File: config.mk
export PLATFORM = sky130hd
export DESIGN_NAME = control_unit
export DESIGN_NICKNAME = d
export VERILOG_FILES = /design/src/rtl/bean_pkg.sv /design/src/rtl/alu_decoder.sv /design/src/rtl/control_unit.sv
export SDC_FILE = /design/constraint.sdc
export NUM_CORES = 1
export LEC_CHECK = 0
export CAP_MARGIN = 10
export CORE_AREA = 5 5 49 68
export CTS_BUF_LIST = sky130_fd_sc_hd__clkbuf_8
export CTS_CLUSTER_DIAMETER = 30
export CTS_CLUSTER_SIZE = 8
export DETAILED_ROUTE_END_ITERATION = 8
export DIE_AREA = 0 0 54 73
export PLACE_DENSITY = 0.89
export SKIP_LAST_GASP = 1
export SLEW_MARGIN = 20
export SYNTH_ARGS = -nofsm -noshare
export SYNTH_HDL_FRONTEND = slang
export SYNTH_SLANG_ARGS = --single-unit
File: constraint.sdc
create_clock -name clk -period 5 [get_ports clk]
set_input_delay 1.5 -clock clk [delete_from_list [all_inputs] [get_ports clk]]
set_output_delay 1.5 -clock clk [all_outputs]
set_load 0.01 [all_outputs]
File: src/rtl/bean_pkg.sv
// Shared BEAN-1 encodings: opcodes, control FSM states and datapath/memory select codes.
// Used by control_unit (build option CONTROL_ILLEGAL_TRAP_EN), datapath and mem.
package bean_pkg;

    localparam logic [6:0] OPC_LOAD     = 7'b0000011;
    localparam logic [6:0] OPC_MISC_MEM = 7'b0001111;
    localparam logic [6:0] OPC_OP_IMM   = 7'b0010011;
    localparam logic [6:0] OPC_AUIPC    = 7'b0010111;
    localparam logic [6:0] OPC_STORE    = 7'b0100011;
    localparam logic [6:0] OPC_OP       = 7'b0110011;
    localparam logic [6:0] OPC_LUI      = 7'b0110111;
    localparam logic [6:0] OPC_BRANCH   = 7'b1100011;
    localparam logic [6:0] OPC_JALR     = 7'b1100111;
    localparam logic [6:0] OPC_JAL      = 7'b1101111;
    localparam logic [6:0] OPC_SYSTEM   = 7'b1110011;

    typedef enum logic [1:0] {
        ST_FETCH,
        ST_EXECUTE,
        ST_WRITEBACK,
        ST_HALT
    } state_t;

    localparam logic [3:0] ALU_ADD  = 4'b0000;
    localparam logic [3:0] ALU_SUB  = 4'b0001;
    localparam logic [3:0] ALU_SLL  = 4'b0010;
    localparam logic [3:0] ALU_SLT  = 4'b0011;
    localparam logic [3:0] ALU_SLTU = 4'b0100;
    localparam logic [3:0] ALU_XOR  = 4'b0101;
    localparam logic [3:0] ALU_SRL  = 4'b0110;
    localparam logic [3:0] ALU_SRA  = 4'b0111;
    localparam logic [3:0] ALU_OR   = 4'b1000;
    localparam logic [3:0] ALU_AND  = 4'b1001;

    localparam logic [2:0] IMM_NONE = 3'b000;
    localparam logic [2:0] IMM_S    = 3'b001;
    localparam logic [2:0] IMM_B    = 3'b010;
    localparam logic [2:0] IMM_I    = 3'b011;
    localparam logic [2:0] IMM_U    = 3'b100;
    localparam logic [2:0] IMM_J    = 3'b101;

    localparam logic [1:0] REG_SEL_MEM = 2'b00;
    localparam logic [1:0] REG_SEL_ALU = 2'b01;
    localparam logic [1:0] REG_SEL_PC4 = 2'b10;
    localparam logic [1:0] REG_SEL_IMM = 2'b11;

    localparam logic [1:0] PC_SEL_PC4     = 2'b00;
    localparam logic [1:0] PC_SEL_ALU     = 2'b01;
    localparam logic [1:0] PC_SEL_ALU_ALN = 2'b10;

    localparam logic [2:0] MEM_WORD   = 3'b000;
    localparam logic [2:0] MEM_HALF   = 3'b001;
    localparam logic [2:0] MEM_BYTE   = 3'b010;
    localparam logic [2:0] MEM_HALF_U = 3'b101;
    localparam logic [2:0] MEM_BYTE_U = 3'b110;

    typedef struct packed {
        logic       reg_we;
        logic       rs1_sel;
        logic       rs2_sel;
        logic [1:0] reg_sel;
        logic [1:0] pc_sel;
        logic [2:0] imm_sel;
        logic [3:0] alu_mode;
        logic       addrs_sel;
        logic       pc_en;
        logic       instr_en;
        logic       alu_mem_en;
        logic       mem_in_en;
        logic       mem_we;
        logic [2:0] mem_mode;
        logic       halted;
    } ctl_t;

    // Load/store funct3 to access size; unused codes fall back to word.
    function automatic logic [2:0] mem_mode_from_funct3(input logic [2:0] funct3);
        case (funct3)
            3'b000:  return MEM_BYTE;
            3'b001:  return MEM_HALF;
            3'b100:  return MEM_BYTE_U;
            3'b101:  return MEM_HALF_U;
            default: return MEM_WORD;
        endcase
    endfunction

endpackage

File: src/rtl/alu_decoder.sv
// Combinational ALU operation decode for OP / OP-IMM, plus a funct3/funct7 legality flag.
// Every other opcode uses the adder (address / PC-relative arithmetic).
module alu_decoder
    import bean_pkg::*;
(
    input  logic [6:0] i_opcode,
    input  logic [2:0] i_funct3,
    input  logic [6:0] i_funct7,
    output logic [3:0] o_alu_mode,
    output logic       o_legal
);

    logic w_is_op;
    logic w_is_imm;
    logic w_f7_zero;
    logic w_f7_alt;

    assign w_is_op   = (i_opcode == OPC_OP);
    assign w_is_imm  = (i_opcode == OPC_OP_IMM);
    assign w_f7_zero = (i_funct7 == 7'b0000000);
    assign w_f7_alt  = (i_funct7 == 7'b0100000);

    always_comb begin
        o_alu_mode = ALU_ADD;
        o_legal    = 1'b1;
        if (w_is_op || w_is_imm) begin
            case (i_funct3)
                3'b000:  o_alu_mode = (w_is_op && i_funct7[5]) ? ALU_SUB : ALU_ADD;
                3'b001:  o_alu_mode = ALU_SLL;
                3'b010:  o_alu_mode = ALU_SLT;
                3'b011:  o_alu_mode = ALU_SLTU;
                3'b100:  o_alu_mode = ALU_XOR;
                3'b101:  o_alu_mode = i_funct7[5] ? ALU_SRA : ALU_SRL;
                3'b110:  o_alu_mode = ALU_OR;
                default: o_alu_mode = ALU_AND;
            endcase
            // OP-IMM upper bits are immediate except for the shift encodings.
            if (w_is_op) begin
                o_legal = w_f7_zero ||
                          (w_f7_alt && (i_funct3 == 3'b000 || i_funct3 == 3'b101));
            end else if (i_funct3 == 3'b001) begin
                o_legal = w_f7_zero;
            end else if (i_funct3 == 3'b101) begin
                o_legal = w_f7_zero || w_f7_alt;
            end
        end
    end

endmodule

File: src/rtl/control_unit.sv
// BEAN-1 multi-cycle control FSM: FETCH -> EXECUTE (-> WRITEBACK for loads), HALT on SYSTEM.
// Build option CONTROL_ILLEGAL_TRAP_EN: illegal encodings halt instead of executing as NOP.
module control_unit
    import bean_pkg::*;
(
    input  logic        clk,
    input  logic        reset,
    input  logic [31:0] instr,
    input  logic        br_eq,
    input  logic        br_lt,
    input  logic        br_ltu,
    output logic        reg_WE,
    output logic        rs1_SEL,
    output logic        rs2_SEL,
    output logic [1:0]  reg_SEL,
    output logic [1:0]  pc_SEL,
    output logic [2:0]  imm_SEL,
    output logic [3:0]  ALU_MODE,
    output logic        addrs_SEL,
    output logic        pc_EN,
    output logic        instr_EN,
    output logic        ALU_mem_EN,
    output logic        mem_in_EN,
    output logic        mem_WE,
    output logic [2:0]  mem_MODE,
    output logic        halted
);

    state_t     r_state;
    state_t     w_state_next;
    logic [2:0] r_ld_mode;
    logic [6:0] w_opcode;
    logic [2:0] w_funct3;
    logic [6:0] w_funct7;
    logic [3:0] w_alu_mode;
    logic       w_alu_legal;
    logic       w_legal;
    logic       w_taken;
    logic [2:0] w_mem_mode;
    logic       w_unused;
    ctl_t       w_ctl;
    ctl_t       w_out;

    assign w_opcode   = instr[6:0];
    assign w_funct3   = instr[14:12];
    assign w_funct7   = instr[31:25];
    assign w_mem_mode = mem_mode_from_funct3(w_funct3);
    assign w_unused   = ^{instr[24:15], instr[11:7]};

    alu_decoder u_alu_decoder (
        .i_opcode   (w_opcode),
        .i_funct3   (w_funct3),
        .i_funct7   (w_funct7),
        .o_alu_mode (w_alu_mode),
        .o_legal    (w_alu_legal)
    );

    always_comb begin
        w_legal = 1'b0;
        case (w_opcode)
            OPC_OP, OPC_OP_IMM: w_legal = w_alu_legal;
            OPC_LOAD:           w_legal = (w_funct3 != 3'b011) && (w_funct3[2:1] != 2'b11);
            OPC_STORE:          w_legal = (w_funct3 <= 3'b010);
            OPC_BRANCH:         w_legal = (w_funct3[2:1] != 2'b01);
            OPC_LUI, OPC_AUIPC, OPC_JAL, OPC_JALR,
            OPC_MISC_MEM, OPC_SYSTEM: w_legal = 1'b1;
            default:            w_legal = 1'b0;
        endcase
    end

    always_comb begin
        case (w_funct3)
            3'b000:  w_taken = br_eq;
            3'b001:  w_taken = !br_eq;
            3'b100:  w_taken = br_lt;
            3'b101:  w_taken = !br_lt;
            3'b110:  w_taken = br_ltu;
            3'b111:  w_taken = !br_ltu;
            default: w_taken = 1'b0;
        endcase
    end

    always_ff @(posedge clk) begin
        if (!reset) begin
            r_state   <= ST_FETCH;
            r_ld_mode <= MEM_WORD;
        end else begin
            r_state <= w_state_next;
            // Held for WRITEBACK so a changing instr cannot alter the load size.
            if (r_state == ST_EXECUTE) begin
                r_ld_mode <= w_mem_mode;
            end
        end
    end

    always_comb begin
        w_ctl        = '0;
        w_state_next = r_state;
        case (r_state)
            ST_FETCH: begin
                w_ctl.addrs_sel = 1'b1;
                w_ctl.instr_en  = 1'b1;
                w_ctl.mem_in_en = 1'b1;
                w_ctl.mem_mode  = MEM_WORD;
                w_state_next    = ST_EXECUTE;
            end
            ST_EXECUTE: begin
                w_state_next = ST_FETCH;
                if (w_opcode == OPC_SYSTEM) begin
                    w_state_next = ST_HALT;
                end else if (!w_legal) begin
`ifdef CONTROL_ILLEGAL_TRAP_EN
                    w_state_next = ST_HALT;
`else
                    w_ctl.pc_en = 1'b1;
`endif
                end else begin
                    w_ctl.pc_en = 1'b1;
                    case (w_opcode)
                        OPC_OP, OPC_OP_IMM: begin
                            w_ctl.rs2_sel  = (w_opcode == OPC_OP_IMM);
                            w_ctl.imm_sel  = (w_opcode == OPC_OP_IMM) ? IMM_I : IMM_NONE;
                            w_ctl.alu_mode = w_alu_mode;
                            w_ctl.reg_sel  = REG_SEL_ALU;
                            w_ctl.reg_we   = 1'b1;
                        end
                        OPC_LUI: begin
                            w_ctl.imm_sel = IMM_U;
                            w_ctl.reg_sel = REG_SEL_IMM;
                            w_ctl.reg_we  = 1'b1;
                        end
                        OPC_AUIPC: begin
                            w_ctl.rs1_sel = 1'b1;
                            w_ctl.rs2_sel = 1'b1;
                            w_ctl.imm_sel = IMM_U;
                            w_ctl.reg_sel = REG_SEL_ALU;
                            w_ctl.reg_we  = 1'b1;
                        end
                        OPC_JAL: begin
                            w_ctl.rs1_sel = 1'b1;
                            w_ctl.rs2_sel = 1'b1;
                            w_ctl.imm_sel = IMM_J;
                            w_ctl.pc_sel  = PC_SEL_ALU;
                            w_ctl.reg_sel = REG_SEL_PC4;
                            w_ctl.reg_we  = 1'b1;
                        end
                        OPC_JALR: begin
                            w_ctl.rs2_sel = 1'b1;
                            w_ctl.imm_sel = IMM_I;
                            w_ctl.pc_sel  = PC_SEL_ALU_ALN;
                            w_ctl.reg_sel = REG_SEL_PC4;
                            w_ctl.reg_we  = 1'b1;
                        end
                        OPC_BRANCH: begin
                            w_ctl.rs1_sel = 1'b1;
                            w_ctl.rs2_sel = 1'b1;
                            w_ctl.imm_sel = IMM_B;
                            w_ctl.pc_sel  = w_taken ? PC_SEL_ALU : PC_SEL_PC4;
                        end
                        OPC_STORE: begin
                            w_ctl.rs2_sel    = 1'b1;
                            w_ctl.imm_sel    = IMM_S;
                            w_ctl.alu_mem_en = 1'b1;
                            w_ctl.mem_we     = 1'b1;
                            w_ctl.mem_mode   = w_mem_mode;
                        end
                        OPC_LOAD: begin
                            w_ctl.pc_en      = 1'b0;
                            w_ctl.rs2_sel    = 1'b1;
                            w_ctl.imm_sel    = IMM_I;
                            w_ctl.alu_mem_en = 1'b1;
                            w_ctl.mem_in_en  = 1'b1;
                            w_ctl.mem_mode   = w_mem_mode;
                            w_state_next     = ST_WRITEBACK;
                        end
                        default: ;
                    endcase
                end
            end
            ST_WRITEBACK: begin
                w_ctl.reg_sel  = REG_SEL_MEM;
                w_ctl.reg_we   = 1'b1;
                w_ctl.pc_en    = 1'b1;
                w_ctl.mem_mode = r_ld_mode;
                w_state_next   = ST_FETCH;
            end
            default: begin
                w_ctl.halted = 1'b1;
                w_state_next = ST_HALT;
            end
        endcase
    end

    // Reset is synchronous, so the state may still be stale while reset is low.
    assign w_out = reset ? w_ctl : '0;

    assign reg_WE     = w_out.reg_we;
    assign rs1_SEL    = w_out.rs1_sel;
    assign rs2_SEL    = w_out.rs2_sel;
    assign reg_SEL    = w_out.reg_sel;
    assign pc_SEL     = w_out.pc_sel;
    assign imm_SEL    = w_out.imm_sel;
    assign ALU_MODE   = w_out.alu_mode;
    assign addrs_SEL  = w_out.addrs_sel;
    assign pc_EN      = w_out.pc_en;
    assign instr_EN   = w_out.instr_en;
    assign ALU_mem_EN = w_out.alu_mem_en;
    assign mem_in_EN  = w_out.mem_in_en;
    assign mem_WE     = w_out.mem_we;
    assign mem_MODE   = w_out.mem_mode;
    assign halted     = w_out.halted;

endmodule
---- Word-level counts from Yosys, hierarchy flattened ----
Index checks and enable logic that the tools add are counted.
storage, ports and cells
  bits in registers ....................... 5
operators by class
  eq/ne operators ......................... 24
  reductions and logical operators ........ 24
  magnitude comparators ................... 1
  mux-type cells .......................... 47
operators by type and width
  operator                                                         number
  7-bit by 6-bit == test with 1-bit output, second input constant  4
  7-bit == test, second input constant                             4
  14-bit two-way mux                                               2
  4-bit case mux with 7 select lines                               1
  24-bit two-way mux                                               1
  1-bit two-way mux                                                19
  2-bit case mux with 3 select lines                               3
  3-bit case mux with 6 select lines                               1
  6-bit OR reduction                                               3
  7-bit by 5-bit == test with 1-bit output, second input constant  2
  3-bit == test, second input constant                             4
  2-bit two-way mux                                                6
  6-bit two-way mux                                                2
  3-bit case mux with 4 select lines                               1
  2-bit OR reduction                                               5
  9-bit two-way mux                                                1
  3-bit OR reduction                                               3
  4-bit two-way mux                                                2
  1-bit case mux with 2 select lines                               4
  7-bit by 2-bit == test with 1-bit output, second input constant  1
  7-bit by 4-bit == test with 1-bit output, second input constant  1
  7-bit logical NOT                                                1
  3-bit by 2-bit == test with 1-bit output, second input constant  2
  1-bit case mux with 6 select lines                               1
  other kinds (15)                                                 22

---- Longest topological paths before layout ----
Gate-level depths: netlist of the first run.
  depth after elaboration ................. 11
  gate-level depth with buffers ........... 8

---- Modules after synthesis ----
A second synthesis of the first run with hierarchy kept.
unflattened totals
  cell total of the unflattened synthesis .. 153
  area, all modules ....................... 1,004.7 um2
by module, submodules not included
  module        instances  cells an instance  area each (um2)
  control_unit  1          129                839.6
  alu_decoder   1          24                 165.2

---- Worst setup path before layout of the first run ----
No wires, ideal clock.
  path type ............................... input -> output
  start point ............................. in instr[26]
  end point ............................... out pc_SEL[1]
  arrival ................................. 3.181 ns
  slack ................................... 0.319 ns
  stages .................................. 5
  data required time ...................... 3.500 ns
  cell sequence ........................... or4_4 -> nor4_4 -> o2111ai_2 -> a311o_4 -> nor4b_4
between the ends
  cells in the longest elaborated chain, start to end .. 11
RTL lines
  item                                                                                  line                                  source
  start: declaration                                                                    control_unit.sv:8                     input logic [31:0] instr,
  7-bit by 6-bit == test with 1-bit output / 7-bit logical NOT (equally long branches)  alu_decoder.sv:21, alu_decoder.sv:20
  1-bit logical OR                                                                      alu_decoder.sv:44                     o_legal = w_f7_zero || w_f7_alt;
  1-bit two-way mux                                                                     alu_decoder.sv:43                     end else if (i_funct3 == 3'b101) begin
  1-bit two-way mux                                                                     alu_decoder.sv:41                     end else if (i_funct3 == 3'b001) begin
  1-bit two-way mux (*)                                                                 alu_decoder.sv:38                     if (w_is_op) begin
  1-bit two-way mux (*)                                                                 alu_decoder.sv:26                     if (w_is_op || w_is_imm) begin
  1-bit case mux with 5 select lines (*)                                                control_unit.sv:60                    case (w_opcode)
  14-bit two-way mux (*)                                                                control_unit.sv:111                   end else if (!w_legal) begin
  14-bit two-way mux (*)                                                                control_unit.sv:109                   if (w_opcode == OPC_SYSTEM) begin
  9-bit two-way mux (*)                                                                 control_unit.sv:99                    case (r_state)
  24-bit two-way mux (*)                                                                control_unit.sv:195                   assign w_out = reset ? w_ctl : '0;
  end: declaration                                                                      control_unit.sv:16                    output logic [1:0] pc_SEL,
Every way passes the cells marked *; elsewhere a longest branch is shown, timed or not.

---- Worst setup path in the final report of the first run ----
  start point ............................. in instr[6]
  end point ............................... out pc_SEL[1]
between the ends
  cells in the longest elaborated chain, start to end .. 8
RTL lines
  item                                                                                                         line
  7-bit by 6-bit == test with 1-bit output / 7-bit by 5-bit == test with 1-bit output (equally long branches)  alu_decoder.sv:18, control_unit.sv:60, alu_decoder.sv:19
  1-bit two-way mux / 1-bit logical OR (equally long branches)                                                 alu_decoder.sv:38, alu_decoder.sv:26
  1-bit two-way mux                                                                                            alu_decoder.sv:26
  1-bit case mux with 5 select lines                                                                           control_unit.sv:60
  14-bit two-way mux                                                                                           control_unit.sv:111
  14-bit two-way mux (*)                                                                                       control_unit.sv:109
  9-bit two-way mux (*)                                                                                        control_unit.sv:99
  24-bit two-way mux (*)                                                                                       control_unit.sv:195
Marks and branches as above.

==> flow_summary_export.csv, run 1 <==
group,metric,value,unit
run_status,outcome,"finished with violations",
run_status,violations,"negative setup slack",
sta,hold_viol_final,0,
worst_setup_path,worst_r2r_path_depth,6,
sta,finalCritPeriodShare,100,%
routing,wire_per_inst,14.2,um
worst_setup_path,arrival,3.50,ns
routing,via_per_inst,5.27,
cts,cts_tree,"built",
cts,clk_path_buf_depth,2,
worst_setup_path,crit_type,"in -> out",
cells_and_area,syn_to_final_growth,80.3,%
sta,setup_viol,1,
sta,relSlewSlack,70.1,%
floorplanning,die_w,54,um
cells_and_area,layout.nets,259,
synthesis,yosysWarnings,0,
sta,finalClockSkew,0.00186,ns
synthesis,mappedNetlistArea,973,um^2
worst_setup_path,required,3.50,ns
cells_and_area,fin_area,1760,um^2
placement,gp_congestion,0.918,
synthesis,syn_avg_cell_area,6.90,um^2
routing,wirelength,3.59,mm
synthesis,synth_top_area_cell,"dfxtp_1",
worst_setup_path,cp-end-kind,"output port",
sta,rsz0062_at_grt,"true",
cells_and_area,diodes,0,
global_routing,track_usage,20.5,%
synthesis,ys_types,46,
cells_and_area,stdcell_count,253,
cts,cts_sinks,5,
worst_setup_path,crit_path_max_incr_delay,0.46,ns
floorplanning,initial_utilization,35.6,%
cts,numCtsBuffers,3,
sta,finalWorstSetupSlack,-0.00183,ns
routing,ant_nets,0,
synthesis,async_reset_ff_share,0,%
sta,final_max_slew_viol_count,0,
cts,clk_pin_slew,0.03,ns
sta,period_minus_slack,5.00,ns
floorplanning,core_area,2730,um^2
routing,via_count,1334,
routing,dr.pass1.iters,4,
hold_path,min_path_type,"reg -> reg",
cts,clockRootBuffer,"clkbuf_8",
placement,dp_hpwl,2.84,mm
cts,cts_max_level,1,
power,finalPower,203,uW
hold_path,holdPathStages,2,
worst_setup_path,critPathSlowestCell,"a311o_4",
power,peakVddDrop,0.127,mV
synthesis,synth_edf_count,0,
worst_setup_path,cp-start-kind,"primary input",
floorplanning,die_area,3940,um^2
floorplanning,io_pins,61,
synthesis,syn_inst,141,
floorplanning,num_rows,23,
cts,clk_latency,0.22,ns
global_routing,grt_pass1_wl,6.17,mm
synthesis,synth_common_cells,"nor2_1 (20), nand2_1 (12), clkbuf_1 (11), a21oi_1 (10)",
global_routing,grt_pass1_vias,1451,
routing,drc_errors,0,
sta,tightestPinTransition,0.445,ns
synthesis,syn_nets,183,
synthesis,seq_area_frac_synth,10.3,%
cells_and_area,fill_cells,242,
placement,numPortBuffers,45,
worst_setup_path,crit_chain,"clkdlybuf4s50_1 > buf_4 > nor2_4 > and3_4 > o21ai_2 > a311o_4 > buf_6 > nor4b_4 > buf_2",
synthesis,ys_seq_elements,5,
placement,placed_area,1690,um^2
sta,tns,-0.00183,ns
power,cellPowerDensity,116,nW/um^2
synthesis,synth_area_leaders,"dfxtp_1 (10%), nor2_1 (7.7%), ha_1 (6.4%), a21oi_1 (5.1%), nand2_1 (4.6%)",
synthesis,synthFlopType,"dfxtp_1",
global_routing,antenna_found_initial,0,
run,max-cap-violations,0,
placement,numPlacedInstances,245,
cells_and_area,drive_gt1_share,29.2,%
sta,fmax,200,MHz
floorplanning,die_h,73,um
routing,drtIter0Drc,39,
global_routing,grt_max_degree,15,
worst_setup_path,cp_max_fo,7,
global_routing,grt_overflow_total,0,
cells_and_area,regArea,100,um^2
synthesis,synth.most_common_cell,"nor2_1",
power,p_leak,0.000763,uW
synthesis,netlist.area_leader.share,10.3,%
cells_and_area,multi_input_area,832,um^2
worst paths after layout:
path	start	end	slack (ns)
worst min register to register	r_ld_mode[1]	r_ld_mode[1]	0.50
worst min-delay path	r_ld_mode[1]	r_ld_mode[1]	0.50
worst max register to register	r_state[1]	r_state[0]	3.44
worst max-delay path	instr[6]	pc_SEL[1]	-0.002
final cells by class:
class | instances | share of cell area [%]
Clock buffer | 3 | 2.35
Clock inverter | 1 | 0.214
Inverter | 6 | 1.28
Multi-Input combinational cell | 117 | 47.4
Sequential cell | 5 | 5.70
Tap cell | 37 | 2.64
Timing Repair Buffer | 84 | 40.4
layer usage:
metal,global-route usage (%),up-vias,part of all wire [%]
li1,-,658,-
met1,20.3,622,36
met2,40.7,42,58
met3,1.23,12,3.5
met4,8.86,0,2.8
met5,0,-,0
stage by stage:
| step | hold slack [ns] | utilization, % | worst slack (ns) |
|---|---|---|---|
| detailed placement | 0.487 | 61.9 | -0.666 |
| CTS | 0.495 | 64.2 | 0.0121 |
| global placement | 0.472 | 61.9 | -0.653 |
| finish | 0.496 | 64.2 | -0.00183 |
| floorplan | 0.460 | - | 0.319 |
| global route | 0.547 | 64.2 | -0.0761 |
timing repair:
item,4_1_cts,5_1_grt
endpoints found under the setup margin,17,2
hold buffers,0,0
gates resized for setup,54,0
pin swaps,10,0
hold endpoints to repair,0,0
buffers inserted,4,0
cloned,0,0
cell usage in the layout (no fill, tap or decap), types with 3 or more instances in the layout:
master and instances:
buf_2 6, a21oi_1 8, a21o_1 3, clkdlybuf4s15_1 3, dlygate4sd2_1 16, mux2i_1 4, nor2_1 19, inv_1 7
nor2b_1 5, ha_1 5, nor3_1 6, o21ai_0 3, and3_1 3, clkdlybuf4s50_1 20, dfxtp_1 5, clkbuf_8 3
buf_4 37, nand3_1 5, nand2_1 12, and2_1 3
report_power, final:
part | leakage, uW | switching, uW | internal (uW) | total [uW]
clock network | 0.0000269 | 19.6 | 52.6 | 72.1
registers | 0.0000409 | 1.17 | 41.7 | 42.9
logic | 0.000696 | 41.8 | 46.6 | 88.4
total | 0.000763 | 62.5 | 141 | 203
logic make-up after synthesis:
family	after synthesis	share of synthesized area, %
AOI/OAI and AO/OA	37	28.4
DFF	5	10.3
and+or+nand+nor	69	41.3
buffers and inverters	19	7.71
muxes	4	4.11
adders and majority gates	5	6.43
xor gates and xnor gates	2	1.80
sequential cells by signal, indices dropped and copies added, names as in the netlist:
name and count:
r_ld_mode 3, r_state 2
worst max-delay path: cells and delay by family:
kind	cells	cell delay (ns)
AOI/OAI and AO/OA	2	0.54
buffers and inverters	4	0.91
and+or+nand+nor	3	0.56
(Power assumes the default switching activity.)
==> run 2: changes to the inputs <==
--- a/config.mk
+++ b/config.mk
@@ -6,13 +6,13 @@
 export NUM_CORES = 1
 export LEC_CHECK = 0
 export CAP_MARGIN = 10
-export CORE_AREA = 5 5 49 68
+export CORE_AREA = 5 5 52 72
 export CTS_BUF_LIST = sky130_fd_sc_hd__clkbuf_8
 export CTS_CLUSTER_DIAMETER = 30
 export CTS_CLUSTER_SIZE = 8
 export DETAILED_ROUTE_END_ITERATION = 8
-export DIE_AREA = 0 0 54 73
-export PLACE_DENSITY = 0.89
+export DIE_AREA = 0 0 57 77
+export PLACE_DENSITY = 0.83
 export SKIP_LAST_GASP = 1
 export SLEW_MARGIN = 20
 export SYNTH_ARGS = -nofsm -noshare
==> constraint.sdc (replaced) <==
create_clock -name clk -period 4.5 [get_ports clk]
set_input_delay 1.35 -clock clk [delete_from_list [all_inputs] [get_ports clk]]
set_output_delay 1.35 -clock clk [all_outputs]
set_load 0.01 [all_outputs]
==> run 2 against run 1 <==
The run still ends with negative setup slack left. Clock power increased by 10%. Largest cell class unchanged. Hold slack improved by 0.0083 ns. Register-to-register slack got worse by 0.48 ns. Flip-flop and latch count unchanged. Cell count increased by 4.7%. Critical endpoint unchanged. Clock-buffer cell count unchanged. Critical path depth decreased by 1. Die area increased by 11%. Total power increased by 14%. Clock skew about the same. Global-route usage decreased by 3.9 points. Non-clock buffer count increased by 10.
==> flow_summary_export.csv, run 2 (synthesized netlist as in run 1, its figures left out) <==
group,metric,value,unit
sta,whs,0.504,ns
worst_setup_path,cp_max_fo,4,
global_routing,busiest_layer,"met2",
routing,via_count,1359,
sta,tns,-0.133,ns
placement,numPortBuffers,45,
global_routing,grt_use_met2,31.0,%
worst_setup_path,arrival,3.24,ns
placement,gp_congestion,0.821,
cells_and_area,reg_top3,"r_ld_mode (3), r_state (2)",
cells_and_area,drive_gt1_share,41.2,%
cells_and_area,largest_reg_flops,3,
cts,clk_latency,0.22,ns
cells_and_area,top_register,"r_ld_mode",
routing,drc_errors,0,
run,max-cap-violations,0,
routing,drtIter0Drc,59,
worst_setup_path,cp_num_buf_inv,3,
floorplanning,core_area,3060,um^2
floorplanning,die_h,77,um
power,peakVddDrop,0.165,mV
cells_and_area,layout.nets,269,
cts,cts_tree,"built",
power,switchingPower,69.9,uW
placement,dp_hpwl,2.68,mm
global_routing,grt_pass1_wl,6.13,mm
global_routing,track_usage,16.5,%
routing,via_per_inst,5.13,
sta,final_max_slew_viol_count,0,
global_routing,grt_overflow_total,0,
floorplanning,num_rows,24,
power,p_seq_share,20.6,%
routing,ant_nets,0,
power,finalPower,231,uW
cells_and_area,syn_to_final_growth,89.2,%
run_status,violations,"negative setup slack",
worst_setup_path,crit_type,"in -> out",
sta,finalClockSkew,0.00149,ns
cts,cts_sinks,5,
cells_and_area,final_common_cell,"buf_4",
worst_setup_path,critPathSlowestCell,"or4_4",
power,cellPowerDensity,125,nW/um^2
sta,fmax,218,MHz
power,p_int,161,uW
cts,hold_buffers,0,
worst_setup_path,crit_path_frequent_cell,"buf_6",
sta,setup_viol,3,
routing,wire_per_inst,13.6,um
cts,clockRootBuffer,"clkbuf_8",
cts,clk_pin_slew,0.03,ns
placement,placed_area,1720,um^2
sta,finalWorstSetupSlack,-0.0908,ns
floorplanning,initial_utilization,31.8,%
routing,wirelength,3.61,mm
cells_and_area,fin_util,60.1,%
cts,cts_max_level,1,
power,swShare,30.3,%
floorplanning,io_pins,61,
global_routing,use_met1,17.7,%
sta,rsz0062_at_grt,"true",
hold_path,min_path_type,"reg -> reg",
global_routing,grt_max_degree,15,
sta,tightestPinTransition,0.389,ns
global_routing,grt_pass1_vias,1438,
worst_setup_path,cp_top_family,"simple AND/OR/NAND/NOR gates",
sta,hold_viol_final,0,
power,combPwrFrac,45.0,%
run_status,outcome,"finished with violations",
cells_and_area,diodes,0,
cells_and_area,fin_area,1840,um^2
worst_setup_path,required,3.15,ns
routing,dr.pass1.iters,4,
cts,numCtsBuffers,3,
sta,relSlewSlack,73.9,%
cells_and_area,layout_common_cells,"buf_4 (45), nor2_1 (19), buf_2 (16), nand2_1 (12), clkdlybuf4s50_1 (12)",
global_routing,antenna_found_initial,0,
sta,period_minus_slack,4.59,ns
floorplanning,die_w,57,um
worst_setup_path,crit_path_max_incr_delay,0.53,ns
power,clockPowerShare,34.4,%
sta,finalCritPeriodShare,102,%
worst_setup_path,crit_chain,"buf_6 > or4_4 > nor4_4 > o2111ai_2 > a311o_4 > buf_6 > nor4b_4 > buf_2",
worst_setup_path,cp-start-kind,"primary input",
power,p_leak,0.000886,uW
worst_setup_path,cp-end-kind,"output port",
floorplanning,die_area,4390,um^2
global_routing,grt.met3_usage,2.18,%
cts,clk_path_buf_depth,2,
## run 2: changes by cell type in the layout (fill, tap and decap cells not counted), sizes merged
cell           change
buf               +23
clkbuf             +1
clkdlybuf4s15      -1
clkdlybuf4s50      -8
dlygate4sd2        -9
dlymetal6s2s       +4
## run 2: per-stage QoR
| step | std cells | setup slack [ns] |
|---|---|---|
| 2_1_floorplan | 141 | 0.119 |
| 3_3_place_gp | 252 | -0.855 |
| 3_5_place_dp | 252 | -0.878 |
| 4_1_cts | 266 | -0.0882 |
| 5_1_grt | 265 | -0.153 |
| 6_report | 265 | -0.0908 |
## run 2: what timing repair did
item / in CTS / in global routing
endpoints found under the hold margin: 0 / 0
resized for setup: 94 / 21
buffers inserted: 10 / 1
endpoints found under the setup margin: 21 / 17
pin swaps: 11 / 2
## run 2: worst paths after layout
kind / cells after the start / slack [ns] / start / end
worst max-delay path: 8 / -0.09 / instr[27] / pc_SEL[1]
worst max register to register: 6 / 2.96 / r_state[1] / r_state[0]
worst min-delay path: 2 / 0.50 / r_ld_mode[0] / r_ld_mode[0]
worst min register to register: 2 / 0.50 / r_ld_mode[0] / r_ld_mode[0]
## run 2: power groups by stage
stage,Clock [uW],Sequential (uW),Combinational [uW]
2_1_floorplan,0,48.0,43.2
3_3_place_gp,0,48.1,95.7
3_5_place_dp,0,48.3,97.7
4_1_cts,81.2,47.6,101
5_1_grt,84.7,47.8,113
6_report,79.5,47.7,104
## run 2: layer usage
layer / part of all wire [%] / wire, um / vias to the layer above
met5: 0 / 0 / -
met4: 3.2 / 116 / 0
met3: 4.7 / 169 / 13
met2: 53 / 1900 / 49
met1: 39 / 1420 / 617
li1: - / - / 680
## run 2: cell type report
class                           instances  area, um^2
Fill cell                             279        1220
Multi-Input combinational cell        117         871
Timing Repair Buffer                   94         754
Sequential cell                         5         100
Tap cell                               39        48.8
Clock buffer                            3        41.3
Inverter                                6        22.5
Clock inverter                          1        3.75
## run 2: worst reg2reg max path: stages (launching register included)
cell,delay (ns)
dfxtp_1,0.37
inv_1,0.08
ha_1,0.29
and2_4,0.19
buf_4,0.15
nor2b_1,0.13
o31a_1,0.23
==> run 3: changes to the inputs <==
--- a/config.mk
+++ b/config.mk
@@ -6,13 +6,16 @@
 export NUM_CORES = 1
 export LEC_CHECK = 0
 export CAP_MARGIN = 10
-export CORE_AREA = 5 5 52 72
+export CELL_PAD_IN_SITES_DETAIL_PLACEMENT = 1
+export CELL_PAD_IN_SITES_GLOBAL_PLACEMENT = 2
+export CORE_AREA = 5 5 70 98
 export CTS_BUF_LIST = sky130_fd_sc_hd__clkbuf_8
 export CTS_CLUSTER_DIAMETER = 30
 export CTS_CLUSTER_SIZE = 8
 export DETAILED_ROUTE_END_ITERATION = 8
-export DIE_AREA = 0 0 57 77
-export PLACE_DENSITY = 0.83
+export DIE_AREA = 0 0 75 103
+export GPL_TIMING_DRIVEN = 0
+export PLACE_DENSITY = 0.86
 export SKIP_LAST_GASP = 1
 export SLEW_MARGIN = 20
 export SYNTH_ARGS = -nofsm -noshare
==> run 3 against run 2 <==
The run still ends with negative setup slack left. Via count decreased by 5.1%. Register-to-register slack about the same. Design area decreased by 2.1%. Clock skew about the same. Cell count increased by 4.5%. Routed wire length increased by 14%. Sequential power about the same. Combinational power decreased by 8%. Non-clock buffer count decreased by 21. Total power decreased by 3.5%. Utilization decreased by 30 points. Clock-buffer cell count unchanged.
==> flow_summary_export.csv, run 3 (synthesized netlist as in run 1, its figures left out) <==
group,metric,value,unit
global_routing,antenna_found_initial,0,
cts,cts_sinks,5,
power,p_leak,0.000751,uW
cts,clk_latency,0.22,ns
cts,hold_buffers,0,
floorplanning,die_w,75,um
cts,clk_pin_slew,0.03,ns
power,switchingPower,73.2,uW
placement,dp_hpwl,3.04,mm
hold_path,hold_start,"r_ld_mode[0]",
cts,cts_max_level,1,
routing,drtIter0Drc,48,
worst_setup_path,r2r_setup_slack,2.97,ns
worst_setup_path,r2r-end,"r_state[0]",
worst_setup_path,worst_r2r_path_depth,6,
cts,numCtsBuffers,3,
sta,relSlewSlack,70.0,%
sta,rsz0062_at_grt,"true",
global_routing,grt_max_degree,11,
floorplanning,die_h,103,um
routing,via_count,1290,
routing,via_per_inst,4.66,
worst_setup_path,cp-end-kind,"output port",
cts,clk_path_buf_depth,2,
sta,finalWorstSetupSlack,-0.266,ns
cts,cts_tree,"built",
cells_and_area,fill_cells,736,
run_status,outcome,"finished with violations",
global_routing,grt_pass1_vias,1417,
worst_setup_path,arrival,3.42,ns
worst_setup_path,cp-start-kind,"primary input",
floorplanning,core_area,6000,um^2
floorplanning,die_area,7730,um^2
cts,clockRootBuffer,"clkbuf_8",
global_routing,grt_pass1_wl,6.51,mm
worst_setup_path,reg2reg_from,"r_state[1]",
floorplanning,io_pins,61,
power,p_seq_share,21.4,%
routing,wirelength,4.12,mm
power,combPwrFrac,42.8,%
floorplanning,num_rows,34,
sta,final_max_slew_viol_count,0,
routing,wire_per_inst,14.9,um
power,finalPower,223,uW
power,peakVddDrop,0.0781,mV
worst_setup_path,required,3.15,ns
global_routing,track_usage,10.8,%
power,clockPowerShare,35.8,%
power,cellPowerDensity,124,nW/um^2
run,max-cap-violations,0,
hold_path,holdPathStages,2,
sta,finalClockSkew,0.00139,ns
sta,setup_viol,15,
routing,ant_nets,0,
sta,tightestPinTransition,0.448,ns
worst_setup_path,crit_type,"in -> out",
sta,fmax,210,MHz
sta,hold_viol_final,0,
cells_and_area,largest_reg_flops,3,
cells_and_area,reg_top3,"r_ld_mode (3), r_state (2)",
hold_path,holdPathEnd,"r_ld_mode[0]",
cells_and_area,diodes,0,
cells_and_area,layout_common_cells,"nor2_1 (17), buf_4 (17), buf_2 (14), nand2_1 (12), clkdlybuf4s50_1 (12)",
sta,whs,0.496,ns
cells_and_area,top_register,"r_ld_mode",
cells_and_area,syn_to_final_growth,85.2,%
hold_path,min_path_type,"reg -> reg",
cells_and_area,layout.nets,248,
worst_setup_path,cp_max_fo,6,
routing,dr.pass1.iters,4,
sta,period_minus_slack,4.77,ns
run_status,violations,"negative setup slack",
sta,finalCritPeriodShare,106,%
global_routing,grt_overflow_total,0,
power,swShare,32.8,%
power,p_int,150,uW
placement,gp_congestion,0.788,
placement,numPortBuffers,43,
routing,drc_errors,0,
floorplanning,initial_utilization,16.2,%
cells_and_area,drive_gt1_share,37.1,%
## run 3: cell type report
type / instances / area (um^2) / share of cell area [%]
Multi-Input combinational cell: 117 / 945 / 52.4
Clock inverter: 1 / 3.75 / 0.208
Timing Repair Buffer: 62 / 512 / 28.4
Inverter: 6 / 22.5 / 1.25
Clock buffer: 3 / 41.3 / 2.29
Tap cell: 72 / 90.1 / 5.00
Buffer: 11 / 88.8 / 4.93
Sequential cell: 5 / 100 / 5.55
## run 3: power by group through the flow
stage                     combinational (uW)  sequential [uW]  clock (uW)
final                                   95.5             47.7        79.9
after global routing                     104             47.9        86.9
after CTS                               91.0             47.6        82.2
after detailed placement                79.3             48.3           0
after global placement                  78.0             48.1           0
after floorplan                         43.2             48.0           0
## run 3: how the worst max path moves through the flow
stage,from,endpoint,slack [ns]
after global routing,instr[28],pc_SEL[1],-0.35
after floorplan,instr[26],pc_SEL[1],0.12
after CTS,instr[6],pc_SEL[1],-0.31
final,instr[2],pc_SEL[1],-0.27
after global placement,instr[26],pc_SEL[1],-0.94
after detailed placement,instr[26],pc_SEL[1],-0.97
## run 3: stage by stage
stage               instances  setup WS, ns  utilization (%)  cell area [um^2]  setup TNS (ns)
CTS                       275        -0.307             29.0              1740           -2.91
global placement          256        -0.945             24.9              1490          -13.88
global route              277        -0.347             30.1              1800           -3.42
finish                    277        -0.266             30.1              1800           -2.19
detailed placement        256        -0.969             24.9              1490          -14.14
floorplan                 141         0.119                -               973               0
## run 3: layer usage
layer	GRT usage, %	up-vias	share of wire [%]
met5	0	-	0
met4	2.74	0	0.68
met3	1.56	4	4.6
met2	21.5	27	57
met1	11.2	624	37
li1	-	635	-
## run 3: timing repair
action                                 in CTS  in global routing
endpoints found under the hold margin       0                  0
resized for setup                         107                 28
setup endpoints to repair                  21                 18
setup buffers                              17                  2
pin swaps                                  12                  7
## run 3: critical path, cell delays in order
cell and delay [ns]:
clkdlybuf4s50_1 0.46, and4bb_2 0.35, buf_4 0.13, o2111ai_4 0.13, a311o_4 0.49, buf_6 0.13
nor4b_4 0.20, buf_2 0.17
